## src/rtl/axi_lite_cfg_slave_if.sv

```systemverilog
`default_nettype none
// ============================================================================
//  Module      : axi_lite_cfg_slave_if
//  Description : AXI4-Lite bus bundle between the host and the accelerator
//                configuration/status port.
//  Revision    : 1.0 - initial release
// ============================================================================
interface axi_lite_cfg_slave_if #(
    parameter int C_S_AXI_DATA_WIDTH = 32,
    parameter int C_S_AXI_ADDR_WIDTH = 5
);
    // Write address channel
    logic [C_S_AXI_ADDR_WIDTH-1:0]   awaddr;
    logic [2:0]                      awprot;
    logic                            awvalid;
    logic                            awready;
    // Write data channel
    logic [C_S_AXI_DATA_WIDTH-1:0]   wdata;
    logic [C_S_AXI_DATA_WIDTH/8-1:0] wstrb;
    logic                            wvalid;
    logic                            wready;
    // Write response channel
    logic [1:0]                      bresp;
    logic                            bvalid;
    logic                            bready;
    // Read address channel
    logic [C_S_AXI_ADDR_WIDTH-1:0]   araddr;
    logic [2:0]                      arprot;
    logic                            arvalid;
    logic                            arready;
    // Read data channel
    logic [C_S_AXI_DATA_WIDTH-1:0]   rdata;
    logic [1:0]                      rresp;
    logic                            rvalid;
    logic                            rready;

    modport master (
        output awaddr, awprot, awvalid, input awready,
        output wdata, wstrb, wvalid,    input wready,
        input  bresp, bvalid,           output bready,
        output araddr, arprot, arvalid, input arready,
        input  rdata, rresp, rvalid,    output rready
    );

    modport slave (
        input  awaddr, awprot, awvalid, output awready,
        input  wdata, wstrb, wvalid,    output wready,
        output bresp, bvalid,           input bready,
        input  araddr, arprot, arvalid, output arready,
        output rdata, rresp, rvalid,    input rready
    );
endinterface
`default_nettype wire

```

## src/rtl/axi_lite_cfg_slave.sv

```systemverilog
`default_nettype none
// ============================================================================
//  Module      : axi_lite_cfg_slave
//  Description : AXI4-Lite responder for the accelerator config/status port.
//                Host writes become one-cycle weight/bias strobes or update
//                the layer/neuron registers; reads return the classification
//                result and a wrapping stream of final-layer neuron outputs.
//  Revision    : 1.0 - initial release
// ============================================================================
module axi_lite_cfg_slave #(
    parameter int C_S_AXI_DATA_WIDTH = 32,
    parameter int C_S_AXI_ADDR_WIDTH = 5,
    parameter int dataWidth          = 16,
    parameter int numOutNeurons      = 10
) (
    input  wire logic                                s_axi_aclk,
    input  wire logic                                s_axi_aresetn,
    axi_lite_cfg_slave_if.slave                      s_axi,
    output logic                                     weightValid,
    output logic [31:0]                              weightValue,
    output logic                                     biasValid,
    output logic [31:0]                              biasValue,
    output logic [31:0]                              layerNumber,
    output logic [31:0]                              neuronNumber,
    input  wire logic [31:0]                         result,
    input  wire logic                                resultValid,
    input  wire logic [numOutNeurons*dataWidth-1:0]  neuronOut,
    output logic                                     intr
);

    // Word-select codes (byte address bits [4:2])
    localparam logic [2:0] c_SEL_WEIGHT = 3'd0;
    localparam logic [2:0] c_SEL_BIAS   = 3'd1;
    localparam logic [2:0] c_SEL_RESULT = 3'd2;
    localparam logic [2:0] c_SEL_LAYER  = 3'd3;
    localparam logic [2:0] c_SEL_NEURON = 3'd4;
    localparam logic [2:0] c_SEL_STREAM = 3'd5;

    localparam logic [1:0] c_RESP_OKAY   = 2'b00;
    localparam logic [1:0] c_RESP_SLVERR = 2'b10;

    localparam int PTR_W = (numOutNeurons > 1) ? $clog2(numOutNeurons) : 1;
    localparam logic [PTR_W-1:0] c_PTR_LAST = PTR_W'(numOutNeurons - 1);

    typedef enum logic [0:0] { W_IDLE = 1'b0, W_RESP = 1'b1 } wr_state_t;
    typedef enum logic [0:0] { R_IDLE = 1'b0, R_DATA = 1'b1 } rd_state_t;

    wr_state_t   wr_state_q;
    rd_state_t   rd_state_q;

    logic        awready_q;
    logic        wready_q;
    logic        bvalid_q;
    logic [1:0]  bresp_q;
    logic        arready_q;
    logic        rvalid_q;
    logic [1:0]  rresp_q;
    logic [C_S_AXI_DATA_WIDTH-1:0] rdata_q;
    logic [2:0]  rd_sel_q;

    logic        weightValid_q;
    logic [31:0] weightValue_q;
    logic        biasValid_q;
    logic [31:0] biasValue_q;
    logic [31:0] layer_q;
    logic [31:0] neuron_q;
    logic [31:0] result_q;
    logic        intr_q;
    logic [PTR_W-1:0] ptr_q;

    logic [dataWidth-1:0]          slice_d;
    logic [C_S_AXI_DATA_WIDTH-1:0] rdata_d;
    logic [1:0]                    rresp_d;
    logic                          r_hs_d;

    // Protection bits and byte-lane address bits carry no meaning here
    wire w_unused_ok = ^{s_axi.awprot, s_axi.arprot,
                         s_axi.awaddr[1:0], s_axi.araddr[1:0]};

    assign s_axi.awready = awready_q;
    assign s_axi.wready  = wready_q;
    assign s_axi.bvalid  = bvalid_q;
    assign s_axi.bresp   = bresp_q;
    assign s_axi.arready = arready_q;
    assign s_axi.rvalid  = rvalid_q;
    assign s_axi.rresp   = rresp_q;
    assign s_axi.rdata   = rdata_q;

    assign weightValid  = weightValid_q;
    assign weightValue  = weightValue_q;
    assign biasValid    = biasValid_q;
    assign biasValue    = biasValue_q;
    assign layerNumber  = layer_q;
    assign neuronNumber = neuron_q;
    assign intr         = intr_q;

    assign r_hs_d = rvalid_q & s_axi.rready;

    // Select the neuron output addressed by the stream pointer
    always_comb begin
        slice_d = '0;
        for (int i = 0; i < numOutNeurons; i++) begin
            if (ptr_q == PTR_W'(i)) begin
                slice_d = neuronOut[i*dataWidth +: dataWidth];
            end
        end
    end

    // Read data/response for the address presented on AR
    always_comb begin
        rdata_d = '0;
        rresp_d = c_RESP_OKAY;
        case (s_axi.araddr[4:2])
            c_SEL_WEIGHT: rdata_d = weightValue_q;
            c_SEL_BIAS:   rdata_d = biasValue_q;
            c_SEL_RESULT: rdata_d = result_q;
            c_SEL_LAYER:  rdata_d = layer_q;
            c_SEL_NEURON: rdata_d = neuron_q;
            c_SEL_STREAM: rdata_d = C_S_AXI_DATA_WIDTH'(slice_d);
            default:      rresp_d = c_RESP_SLVERR;
        endcase
    end

    // Write FSM: ready pulse on both valids, apply effect, hold B until taken
    always_ff @(posedge s_axi_aclk or negedge s_axi_aresetn) begin
        if (!s_axi_aresetn) begin
            wr_state_q    <= W_IDLE;
            awready_q     <= 1'b0;
            wready_q      <= 1'b0;
            bvalid_q      <= 1'b0;
            bresp_q       <= c_RESP_OKAY;
            weightValid_q <= 1'b0;
            weightValue_q <= '0;
            biasValid_q   <= 1'b0;
            biasValue_q   <= '0;
            layer_q       <= '0;
            neuron_q      <= '0;
        end else begin
            weightValid_q <= 1'b0;
            biasValid_q   <= 1'b0;
            case (wr_state_q)
                W_IDLE: begin
                    if (awready_q) begin
                        awready_q <= 1'b0;
                        wready_q  <= 1'b0;
                        if (s_axi.awvalid && s_axi.wvalid) begin
                            bvalid_q   <= 1'b1;
                            bresp_q    <= c_RESP_OKAY;
                            wr_state_q <= W_RESP;
                            case (s_axi.awaddr[4:2])
                                c_SEL_WEIGHT: begin
                                    weightValid_q <= 1'b1;
                                    weightValue_q <= s_axi.wdata;
                                end
                                c_SEL_BIAS: begin
                                    biasValid_q <= 1'b1;
                                    biasValue_q <= s_axi.wdata;
                                end
                                c_SEL_LAYER: begin
                                    for (int b = 0; b < 4; b++) begin
                                        if (s_axi.wstrb[b]) begin
                                            layer_q[8*b +: 8] <= s_axi.wdata[8*b +: 8];
                                        end
                                    end
                                end
                                c_SEL_NEURON: begin
                                    for (int b = 0; b < 4; b++) begin
                                        if (s_axi.wstrb[b]) begin
                                            neuron_q[8*b +: 8] <= s_axi.wdata[8*b +: 8];
                                        end
                                    end
                                end
                                default: bresp_q <= c_RESP_SLVERR;
                            endcase
                        end
                    end else if (s_axi.awvalid && s_axi.wvalid) begin
                        awready_q <= 1'b1;
                        wready_q  <= 1'b1;
                    end
                end
                W_RESP: begin
                    if (s_axi.bready) begin
                        bvalid_q   <= 1'b0;
                        wr_state_q <= W_IDLE;
                    end
                end
                default: wr_state_q <= W_IDLE;
            endcase
        end
    end

    // Read FSM: one-cycle AR ready, then registered R held until taken
    always_ff @(posedge s_axi_aclk or negedge s_axi_aresetn) begin
        if (!s_axi_aresetn) begin
            rd_state_q <= R_IDLE;
            arready_q  <= 1'b0;
            rvalid_q   <= 1'b0;
            rdata_q    <= '0;
            rresp_q    <= c_RESP_OKAY;
            rd_sel_q   <= '0;
        end else begin
            case (rd_state_q)
                R_IDLE: begin
                    if (arready_q) begin
                        arready_q <= 1'b0;
                        if (s_axi.arvalid) begin
                            rvalid_q   <= 1'b1;
                            rdata_q    <= rdata_d;
                            rresp_q    <= rresp_d;
                            rd_sel_q   <= s_axi.araddr[4:2];
                            rd_state_q <= R_DATA;
                        end
                    end else if (s_axi.arvalid) begin
                        arready_q <= 1'b1;
                    end
                end
                R_DATA: begin
                    if (s_axi.rready) begin
                        rvalid_q   <= 1'b0;
                        rd_state_q <= R_IDLE;
                    end
                end
                default: rd_state_q <= R_IDLE;
            endcase
        end
    end

    // Result latch, interrupt and stream pointer; a new result wins over a clear
    always_ff @(posedge s_axi_aclk or negedge s_axi_aresetn) begin
        if (!s_axi_aresetn) begin
            result_q <= '0;
            intr_q   <= 1'b0;
            ptr_q    <= '0;
        end else if (resultValid) begin
            result_q <= result;
            intr_q   <= 1'b1;
            ptr_q    <= '0;
        end else if (r_hs_d) begin
            if (rd_sel_q == c_SEL_RESULT) begin
                intr_q <= 1'b0;
            end
            if (rd_sel_q == c_SEL_STREAM) begin
                ptr_q <= (ptr_q == c_PTR_LAST) ? '0 : ptr_q + 1'b1;
            end
        end
    end

endmodule
`default_nettype wire

```

## src/flat_wrapper.sv

```systemverilog
// flat-port wrapper written by rule: the top's interface ports become plain ports
module axi_lite_cfg_slave_flat 
#(
    parameter int C_S_AXI_DATA_WIDTH = 32,
    parameter int C_S_AXI_ADDR_WIDTH = 5,
    parameter int dataWidth          = 16,
    parameter int numOutNeurons      = 10
)
  (s_axi_aclk, s_axi_aresetn, weightValid, weightValue, biasValid, biasValue, layerNumber, neuronNumber, result, resultValid, neuronOut, intr, s_axi_awaddr, s_axi_awprot, s_axi_awvalid, s_axi_awready, s_axi_wdata, s_axi_wstrb, s_axi_wvalid, s_axi_wready, s_axi_bresp, s_axi_bvalid, s_axi_bready, s_axi_araddr, s_axi_arprot, s_axi_arvalid, s_axi_arready, s_axi_rdata, s_axi_rresp, s_axi_rvalid, s_axi_rready);
  axi_lite_cfg_slave_if #(.C_S_AXI_DATA_WIDTH(C_S_AXI_DATA_WIDTH), .C_S_AXI_ADDR_WIDTH(C_S_AXI_ADDR_WIDTH)) s_axi_i ();
  input  wire logic s_axi_aclk;
  input  wire logic s_axi_aresetn;
  output logic weightValid;
  output logic [31:0] weightValue;
  output logic biasValid;
  output logic [31:0] biasValue;
  output logic [31:0] layerNumber;
  output logic [31:0] neuronNumber;
  input  wire logic [31:0] result;
  input  wire logic resultValid;
  input  wire logic [numOutNeurons*dataWidth-1:0] neuronOut;
  output logic intr;
  input wire logic [$bits(s_axi_i.awaddr)-1:0] s_axi_awaddr;
  input wire logic [$bits(s_axi_i.awprot)-1:0] s_axi_awprot;
  input wire logic [$bits(s_axi_i.awvalid)-1:0] s_axi_awvalid;
  output wire logic [$bits(s_axi_i.awready)-1:0] s_axi_awready;
  input wire logic [$bits(s_axi_i.wdata)-1:0] s_axi_wdata;
  input wire logic [$bits(s_axi_i.wstrb)-1:0] s_axi_wstrb;
  input wire logic [$bits(s_axi_i.wvalid)-1:0] s_axi_wvalid;
  output wire logic [$bits(s_axi_i.wready)-1:0] s_axi_wready;
  output wire logic [$bits(s_axi_i.bresp)-1:0] s_axi_bresp;
  output wire logic [$bits(s_axi_i.bvalid)-1:0] s_axi_bvalid;
  input wire logic [$bits(s_axi_i.bready)-1:0] s_axi_bready;
  input wire logic [$bits(s_axi_i.araddr)-1:0] s_axi_araddr;
  input wire logic [$bits(s_axi_i.arprot)-1:0] s_axi_arprot;
  input wire logic [$bits(s_axi_i.arvalid)-1:0] s_axi_arvalid;
  output wire logic [$bits(s_axi_i.arready)-1:0] s_axi_arready;
  output wire logic [$bits(s_axi_i.rdata)-1:0] s_axi_rdata;
  output wire logic [$bits(s_axi_i.rresp)-1:0] s_axi_rresp;
  output wire logic [$bits(s_axi_i.rvalid)-1:0] s_axi_rvalid;
  input wire logic [$bits(s_axi_i.rready)-1:0] s_axi_rready;
  assign s_axi_i.awaddr = s_axi_awaddr;
  assign s_axi_i.awprot = s_axi_awprot;
  assign s_axi_i.awvalid = s_axi_awvalid;
  assign s_axi_awready = s_axi_i.awready;
  assign s_axi_i.wdata = s_axi_wdata;
  assign s_axi_i.wstrb = s_axi_wstrb;
  assign s_axi_i.wvalid = s_axi_wvalid;
  assign s_axi_wready = s_axi_i.wready;
  assign s_axi_bresp = s_axi_i.bresp;
  assign s_axi_bvalid = s_axi_i.bvalid;
  assign s_axi_i.bready = s_axi_bready;
  assign s_axi_i.araddr = s_axi_araddr;
  assign s_axi_i.arprot = s_axi_arprot;
  assign s_axi_i.arvalid = s_axi_arvalid;
  assign s_axi_arready = s_axi_i.arready;
  assign s_axi_rdata = s_axi_i.rdata;
  assign s_axi_rresp = s_axi_i.rresp;
  assign s_axi_rvalid = s_axi_i.rvalid;
  assign s_axi_i.rready = s_axi_rready;
  axi_lite_cfg_slave #(.C_S_AXI_DATA_WIDTH(C_S_AXI_DATA_WIDTH), .C_S_AXI_ADDR_WIDTH(C_S_AXI_ADDR_WIDTH), .dataWidth(dataWidth), .numOutNeurons(numOutNeurons)) u_core (.s_axi_aclk(s_axi_aclk), .s_axi_aresetn(s_axi_aresetn), .s_axi(s_axi_i), .weightValid(weightValid), .weightValue(weightValue), .biasValid(biasValid), .biasValue(biasValue), .layerNumber(layerNumber), .neuronNumber(neuronNumber), .result(result), .resultValid(resultValid), .neuronOut(neuronOut), .intr(intr));
endmodule
```

## config.mk

```make
export PLATFORM = sky130hd
export DESIGN_NAME = axi_lite_cfg_slave_flat
export DESIGN_NICKNAME = d
export VERILOG_FILES = /design/src/rtl/axi_lite_cfg_slave_if.sv /design/src/rtl/axi_lite_cfg_slave.sv /design/src/flat_wrapper.sv
export SDC_FILE = /design/constraint.sdc
export NUM_CORES = 1
export LEC_CHECK = 0
export CAP_MARGIN = 20
export CORE_AREA = 2 2 164 166
export DETAILED_ROUTE_END_ITERATION = 10
export DIE_AREA = 0 0 166 168
export PLACE_DENSITY = 0.77
export SETUP_SLACK_MARGIN = 0.02
export SKIP_CTS_REPAIR_TIMING = 1
export SYNTH_ARGS = -nofsm -noshare
export SYNTH_HDL_FRONTEND = slang
export SYNTH_SLANG_ARGS = --single-unit
```

## constraint.sdc

```tcl
create_clock -name s_axi_aclk -period 2.1 [get_ports s_axi_aclk]
set_input_delay 0.42 -clock s_axi_aclk [delete_from_list [all_inputs] [get_ports s_axi_aclk]]
set_output_delay 0.42 -clock s_axi_aclk [all_outputs]
set_load 0.01 [all_outputs]
```

==> results of run 1 <==
[cell usage after synthesis (3+ instances only)]
master / count
nand3_1: 7
nor2_1: 24
mux4_1: 4
o2111ai_1: 10
nor3_1: 6
or3_1: 3
o21ai_1: 5
mux2i_1: 7
a31oi_1: 5
inv_1: 18
a222oi_1: 6
mux2_2: 177
nor2b_1: 9
a221oi_1: 3
a21o_1: 3
dfrtp_1: 211
nand2_1: 69
mux4_2: 23
o32ai_1: 5
o211ai_1: 4
nand2b_1: 27
o21ai_0: 48
a311oi_1: 4
buf_4: 13
a211oi_1: 17
a21oi_1: 45
buf_2: 18
buf_6: 6
a21bo_1: 3
nand3b_1: 3
nor2_4: 5
a211o_1: 7
a22o_1: 17
a22oi_1: 16
o22ai_1: 16
clkbuf_1: 28
a221oi_2: 5
nand3_2: 4
[flip-flops by register name, summed over array words and instances (netlist names)]
| signal | count |
|---|---|
| u_core.weightValue | 32 |
| u_core.s_axi.rvalid | 1 |
| u_core.biasValid | 1 |
| u_core.rd_sel_q | 3 |
| u_core.layerNumber | 32 |
| u_core.s_axi.arready | 1 |
| u_core.intr | 1 |
| u_core.s_axi.bvalid | 1 |
| u_core.biasValue | 32 |
| u_core.s_axi.rdata | 32 |
| u_core.weightValid | 1 |
| u_core.s_axi.rresp | 1 |
| u_core.rd_state_q | 1 |
| u_core.s_axi.bresp | 1 |
| u_core.result_q | 32 |
| u_core.wr_state_q | 1 |
| u_core.ptr_q | 4 |
| u_core.s_axi.wready | 1 |
| u_core.s_axi.awready | 1 |
| u_core.neuronNumber | 32 |
[cell families after synthesis]
family	count (synthesis)
multiplexers	212
other	1
AND/OR/NAND/NOR	175
flip-flops	211
buffers and inverters	85
AO/OA/AOI/OAI	228
XOR/XNOR	2
[stage by stage]
stage,util [%],hold slack [ns],setup TNS (ns)
detailed placement,60.03,0.3758,-13.87
global route,63.08,0.3290,0
global placement,60.03,0.3791,-12.50
finish,63.08,0.3405,0
floorplan,-,0.1244,0
CTS,62.99,-0.1629,0
[power by group through the flow]
stage | combinational [W] | sequential [W] | clock (W)
after floorplan | 0.00122 | 0.00538 | 0
after global placement | 0.00356 | 0.00523 | 0
after detailed placement | 0.00361 | 0.00526 | 0
after CTS | 0.00364 | 0.00520 | 0.00419
after global routing | 0.00384 | 0.00527 | 0.00438
final | 0.00363 | 0.00520 | 0.00412
[worst max-delay path by stage]
stage | end | slack, ns | cells after the start
2_1_floorplan | u_core.s_axi.rdata[13]$_DFFE_PN0P_ | 0.29 | 6
3_3_place_gp | u_core.s_axi.rdata[15]$_DFFE_PN0P_ | -0.30 | 7
3_5_place_dp | u_core.s_axi.rdata[4]$_DFFE_PN0P_ | -0.32 | 6
4_1_cts | neuronNumber[13] | 0.11 | 1
5_1_grt | u_core.s_axi.rdata[3]$_DFFE_PN0P_ | 0.03 | 5
6_report | u_core.s_axi.rdata[15]$_DFFE_PN0P_ | 0.13 | 7
[layout make-up]
class                      count  area (um2)  share of cell area, %
clock inverter                10       110.1                 0.6625
multi-input combinational    619        5265                  31.68
clock buffer                  32       669.4                  4.027
timing repair buffer         476        4795                  28.85
sequential                   211        5283                  31.78
inverter                      18       67.56                 0.4065
tap                          341       426.7                  2.567
antenna                        2       5.005                0.03011
[per-layer routing]
layer	global-route usage (%)	wire [um]
met1	34.30	15830
met2	46.20	19050
met3	5.994	2741
met4	10.55	1553
met5	0	0
[worst max-delay path, stage by stage]
cell and delay [ns]:
clkdlybuf4s50_1 0.48, buf_4 0.22, inv_1 0.17, nand2_1 0.28, o221ai_1 0.33, a222oi_1 0.32, o21ai_1 0.11
==> flow_summary.toml, run 1 <==
[worst_setup_path]
r2r_cells = 5
worstReg2RegStart = "u_core.rd_state_q$_DFF_PN0_"
crit_path_end_kind = "flip-flop"
crit_type = "in -> reg"
crit_arrival_ns = 2.34
startpoint = "s_axi_araddr[4]"
reg2reg_to = "u_core.s_axi.rdata[5]$_DFFE_PN0P_"
cp_max_fo = 13
r2r_slack_ns = 0.16
start_kind = "input port"
worstPathRequired_ns = 2.47

[die]
die_x_um = 166
die_area_um2 = 27890
std_cell_rows = 60
initial_core_util_pct = 41.64
io_pins = 424
die_height_um = 168
coreArea_um2 = 26350

[clock_network]
numClockSinks = 211
cts_buffers = 23
clk_path_buf_depth = 3
cts_max_level = 1
tritoncts = "done"
root_buffer = "clkbuf_16"
clk_latency_ns = 0.51
path_clk_slew_ns = 0.06

[detailed_routing]
drt_pass1_iterations = 5
avgRoutedWirePerCell_um = 22.92
vias = 9577
drc = 0
final_antenna_net_count = 0
drtIter0Drc = 586
viasPerCell = 5.604
routed_wl_um = 39180

[status]
status = "complete, no violations"

[hold_path]
whs_endpoint = "u_core.rd_sel_q[1]$_DFFE_PN0P_"
hp-start = "s_axi_araddr[3]"
hold_depth = 4
min_path_type = "in -> reg"

[synthesis]
synth-main-ff-cell = "dfrtp_1"
synth-compound-area-share_pct = 14.35
synth_top_family_by_area = "multiplexers"
synth_top_area_share_pct = 48.12
synth.mux.area_fraction_pct = 24.59
syn_inst = 914
synth_edf_count = 0
synthArstFlopShare_pct = 100.0
synthAdderAreaFrac_pct = 0
yosys.area.top_type = "dfrtp_1"
synth_xor_area_share_pct = 0.1597
synth_simple_gate_area_share_pct = 8.758
yosys-top-cells-area = "dfrtp_1, mux2_2, mux4_2"
yosys_warnings = 0
syn-cell-area_um2 = 10970
avgSynthCellArea_um2 = 12.00
synth_seq_area_share_pct = 48.12
ys_ff_latch = 211
ys_types = 66

[timing]
hold_viol_final = 0
rsz0062_at_grt = "no"
min_period_ns = 1.972
relSlewSlack_pct = 50.58
clock.fmax_mhz = 507.0
slew_violations = 0
worst_slack_ns = 0.1276
setup_viol = 0
tightest_slew_ns = 0.7373
min_period_over_period_pct = 93.92
fin_skew_ns = 0.01719

[placed_design]
placed_area_um2 = 15820
dp_worst_setup_slack_ns = -0.3163
port_buffers = 411
place_congestion = 0.9174
dpl.hpwl_um = 29530
post-place-cells = 1664

[cells_and_area]
final_cells = 1709
fin_area_um2 = 16620
final_common_cell = "clkdlybuf4s50_1"
nFillCells = 2069
drive_above_1_share_pct = 24.45
syn_to_final_growth_pct = 51.49
fin_nets = 1601
layout_common_cells = "clkdlybuf4s50_1, dfrtp_1, mux2_2"

[pwr]
seqPwrFrac_pct = 40.2
netSwitchingFraction_pct = 28.08
pwr-share-comb_pct = 28.0
cellLeakagePower_nw = 7.116
pwr-share-clk_pct = 31.8
switching_power_w = 0.003636
power.total_w = 0.01295
peakVddDrop_mv = 0.5622
powerDensity_nw_per_um2 = 779.2
p_int_w = 0.009314

[global_routing]
antenna_found_initial = 2
grt-ovfl-total = 0
gr-usage-all-layers_pct = 27.28
grt_max_degree = 52
grt_pass1_vias = 9905
grt_pass1_wl_um = 59490

[job]
drv_cap = 0
Power figures use the tool's default switching activity.
==> inputs of run 2 (changes only) <==
--- a/config.mk
+++ b/config.mk
@@ -5,11 +5,11 @@
 export SDC_FILE = /design/constraint.sdc
 export NUM_CORES = 1
 export LEC_CHECK = 0
-export CAP_MARGIN = 20
+export CAP_MARGIN = 5
 export CORE_AREA = 2 2 164 166
 export DETAILED_ROUTE_END_ITERATION = 10
 export DIE_AREA = 0 0 166 168
-export PLACE_DENSITY = 0.77
+export PLACE_DENSITY = 0.82
 export SETUP_SLACK_MARGIN = 0.02
 export SKIP_CTS_REPAIR_TIMING = 1
 export SYNTH_ARGS = -nofsm -noshare
==> run 2 against run 1 <==
  * Non-clock buffer count is 10 higher
  * Count of clock-buffer cells in the layout up 3
  * Final cell count is 0.70% higher
  * Highest routed layer unchanged
  * Clock power shrank 5.3%
  * Largest cell class unchanged
  * Routed wire length rose by 1.0%
  * Die area unchanged
  * Worst hold slack improved by 0.0085 ns
  * Via count grew 1.2%
  * Power down 1.5%
  * Combinational power about the same
  * Sequential power about the same
  * Worst setup slack got worse by 0.0051 ns
==> flow_summary.toml, run 2 (synthesis gave the netlist of run 1 again) <==
[timing]
hold_viol_final = 0
fin_skew_ns = 0.01799
tightest_slew_ns = 0.7214
min_period_over_period_pct = 94.17
relSlewSlack_pct = 51.76
setup_viol = 0
rsz0062_at_grt = "no"
min_period_ns = 1.977
slew_violations = 0
clock.fmax_mhz = 505.7
worst_slack_ns = 0.1225

[pwr]
netSwitchingFraction_pct = 28.62
pwr-share-clk_pct = 30.6
p_int_w = 0.009102
pwr-share-comb_pct = 28.7
peakVddDrop_mv = 0.6192
cellLeakagePower_nw = 7.157
powerDensity_nw_per_um2 = 763.0
switching_power_w = 0.003648
seqPwrFrac_pct = 40.7

[job]
drv_cap = 0

[die]
coreArea_um2 = 26350
die_x_um = 166
io_pins = 424
std_cell_rows = 60
initial_core_util_pct = 41.64
die_height_um = 168
die_area_um2 = 27890

[clock_network]
tritoncts = "done"
clk_latency_ns = 0.52
path_clk_slew_ns = 0.06
cts_max_level = 1
cts_buffers = 23
root_buffer = "clkbuf_16"
numClockSinks = 211
clk_path_buf_depth = 3

[hold_path]
min_path_type = "in -> reg"
whs_endpoint = "u_core.ptr_q[0]$_DFFE_PN0P_"
hold_depth = 2
hp-start = "resultValid"

[placed_design]
place_congestion = 0.9240
port_buffers = 411
dp_worst_setup_slack_ns = -0.3609
dpl.hpwl_um = 29570

[worst_setup_path]
worstReg2RegStart = "u_core.ptr_q[3]$_DFFE_PN0P_"
crit_type = "reg -> out"
cpMaxStageDelayCell = "clkdlybuf4s50_1"
cp_max_fo = 6
r2r_slack_ns = 0.14
crit_path_end_kind = "primary output"
start_kind = "flip-flop"
crit_chain = "clkdlybuf4s50_1"
r2r_cells = 6
crit_buf_inv = 1
reg2reg_to = "u_core.s_axi.rdata[2]$_DFFE_PN0P_"
crit_arrival_ns = 1.56
worstPathRequired_ns = 1.68
cp_top_family = "buffers and inverters"
slowest_delay_ns = 0.63

[cells_and_area]
final_common_cell = "clkdlybuf4s50_1"
syn_to_final_growth_pct = 52.30
drive_above_1_share_pct = 24.80
register_area_um2 = 5283
multi_input_area_um2 = 5266
final_core_util_pct = 63.41
fin_nets = 1611
layout_common_cells = "clkdlybuf4s50_1, dfrtp_1, mux2_2"
nFillCells = 2031

[detailed_routing]
drtIter0Drc = 576
viasPerCell = 5.634
drt_pass1_iterations = 5
routed_wl_um = 39570
final_antenna_net_count = 0
vias = 9696
drc = 0
avgRoutedWirePerCell_um = 22.99

[global_routing]
grt_pass1_vias = 10004
grt-ovfl-total = 0
gr-usage-all-layers_pct = 27.74
grt_max_degree = 54
antenna_found_initial = 5
grt_pass1_wl_um = 60460

[status]
status = "complete, no violations"
## run 2: area by class of cell
type,count,area share [%]
inverters,18,0.4043
well taps,341,2.553
clock inverters,6,0.3295
diodes,5,0.07488
flip-flops and latches,211,31.61
multi-input cells,619,31.52
repair buffers,486,29.43
clock buffers,35,4.073
## run 2: worst max path at each step
stage | from | endpoint | slack (ns) | cells past startpoint
2_1_floorplan | s_axi_araddr[2] | u_core.s_axi.rdata[13]$_DFFE_PN0P_ | 0.29 | 6
3_3_place_gp | s_axi_araddr[4] | u_core.s_axi.rdata[15]$_DFFE_PN0P_ | -0.33 | 7
3_5_place_dp | s_axi_araddr[4] | u_core.s_axi.rdata[10]$_DFFE_PN0P_ | -0.36 | 7
4_1_cts | u_core.ptr_q[1]$_DFFE_PN0P_ | u_core.s_axi.rdata[9]$_DFFE_PN0P_ | 0.05 | 5
5_1_grt | u_core.rd_state_q$_DFF_PN0_ | u_core.s_axi.rdata[14]$_DFFE_PN0P_ | 0.06 | 5
6_report | u_core.s_axi.arready$_DFFE_PN0N_ | s_axi_arready | 0.12 | 1
## run 2: layer usage
| layer | track usage, % | up-vias | share of wire, % |
|---|---|---|---|
| met4 | 12.17 | 0 | 4.5 |
| met5 | 0 | - | 0 |
| met1 | 35.27 | 4843 | 41 |
| met2 | 46.29 | 414 | 48 |
| met3 | 5.524 | 101 | 6.5 |
| li1 | - | 4338 | - |
## run 2: per-stage QoR
| stage | power, W | TNS (ns) | area [um2] | hold slack, ns | cells |
|---|---|---|---|---|---|
| 2_1_floorplan | 0.006601 | 0 | 10980 | 0.1244 | 915 |
| 3_3_place_gp | 0.008778 | -12.82 | 15940 | 0.4190 | 1674 |
| 3_5_place_dp | 0.008872 | -14.41 | 15940 | 0.4152 | 1674 |
| 4_1_cts | 0.01283 | 0 | 16680 | -0.1295 | 1715 |
| 5_1_grt | 0.01331 | 0 | 16710 | 0.3498 | 1721 |
| 6_report | 0.01275 | 0 | 16710 | 0.3490 | 1721 |
## run 2: power groups by stage
| stage | Clock, W | Combinational (W) | Sequential (W) |
|---|---|---|---|
| finish | 0.00390 | 0.00366 | 0.00519 |
| CTS | 0.00398 | 0.00367 | 0.00518 |
| global route | 0.00416 | 0.00388 | 0.00526 |
| global placement | 0 | 0.00357 | 0.00520 |
| floorplan | 0 | 0.00122 | 0.00538 |
| detailed placement | 0 | 0.00364 | 0.00524 |
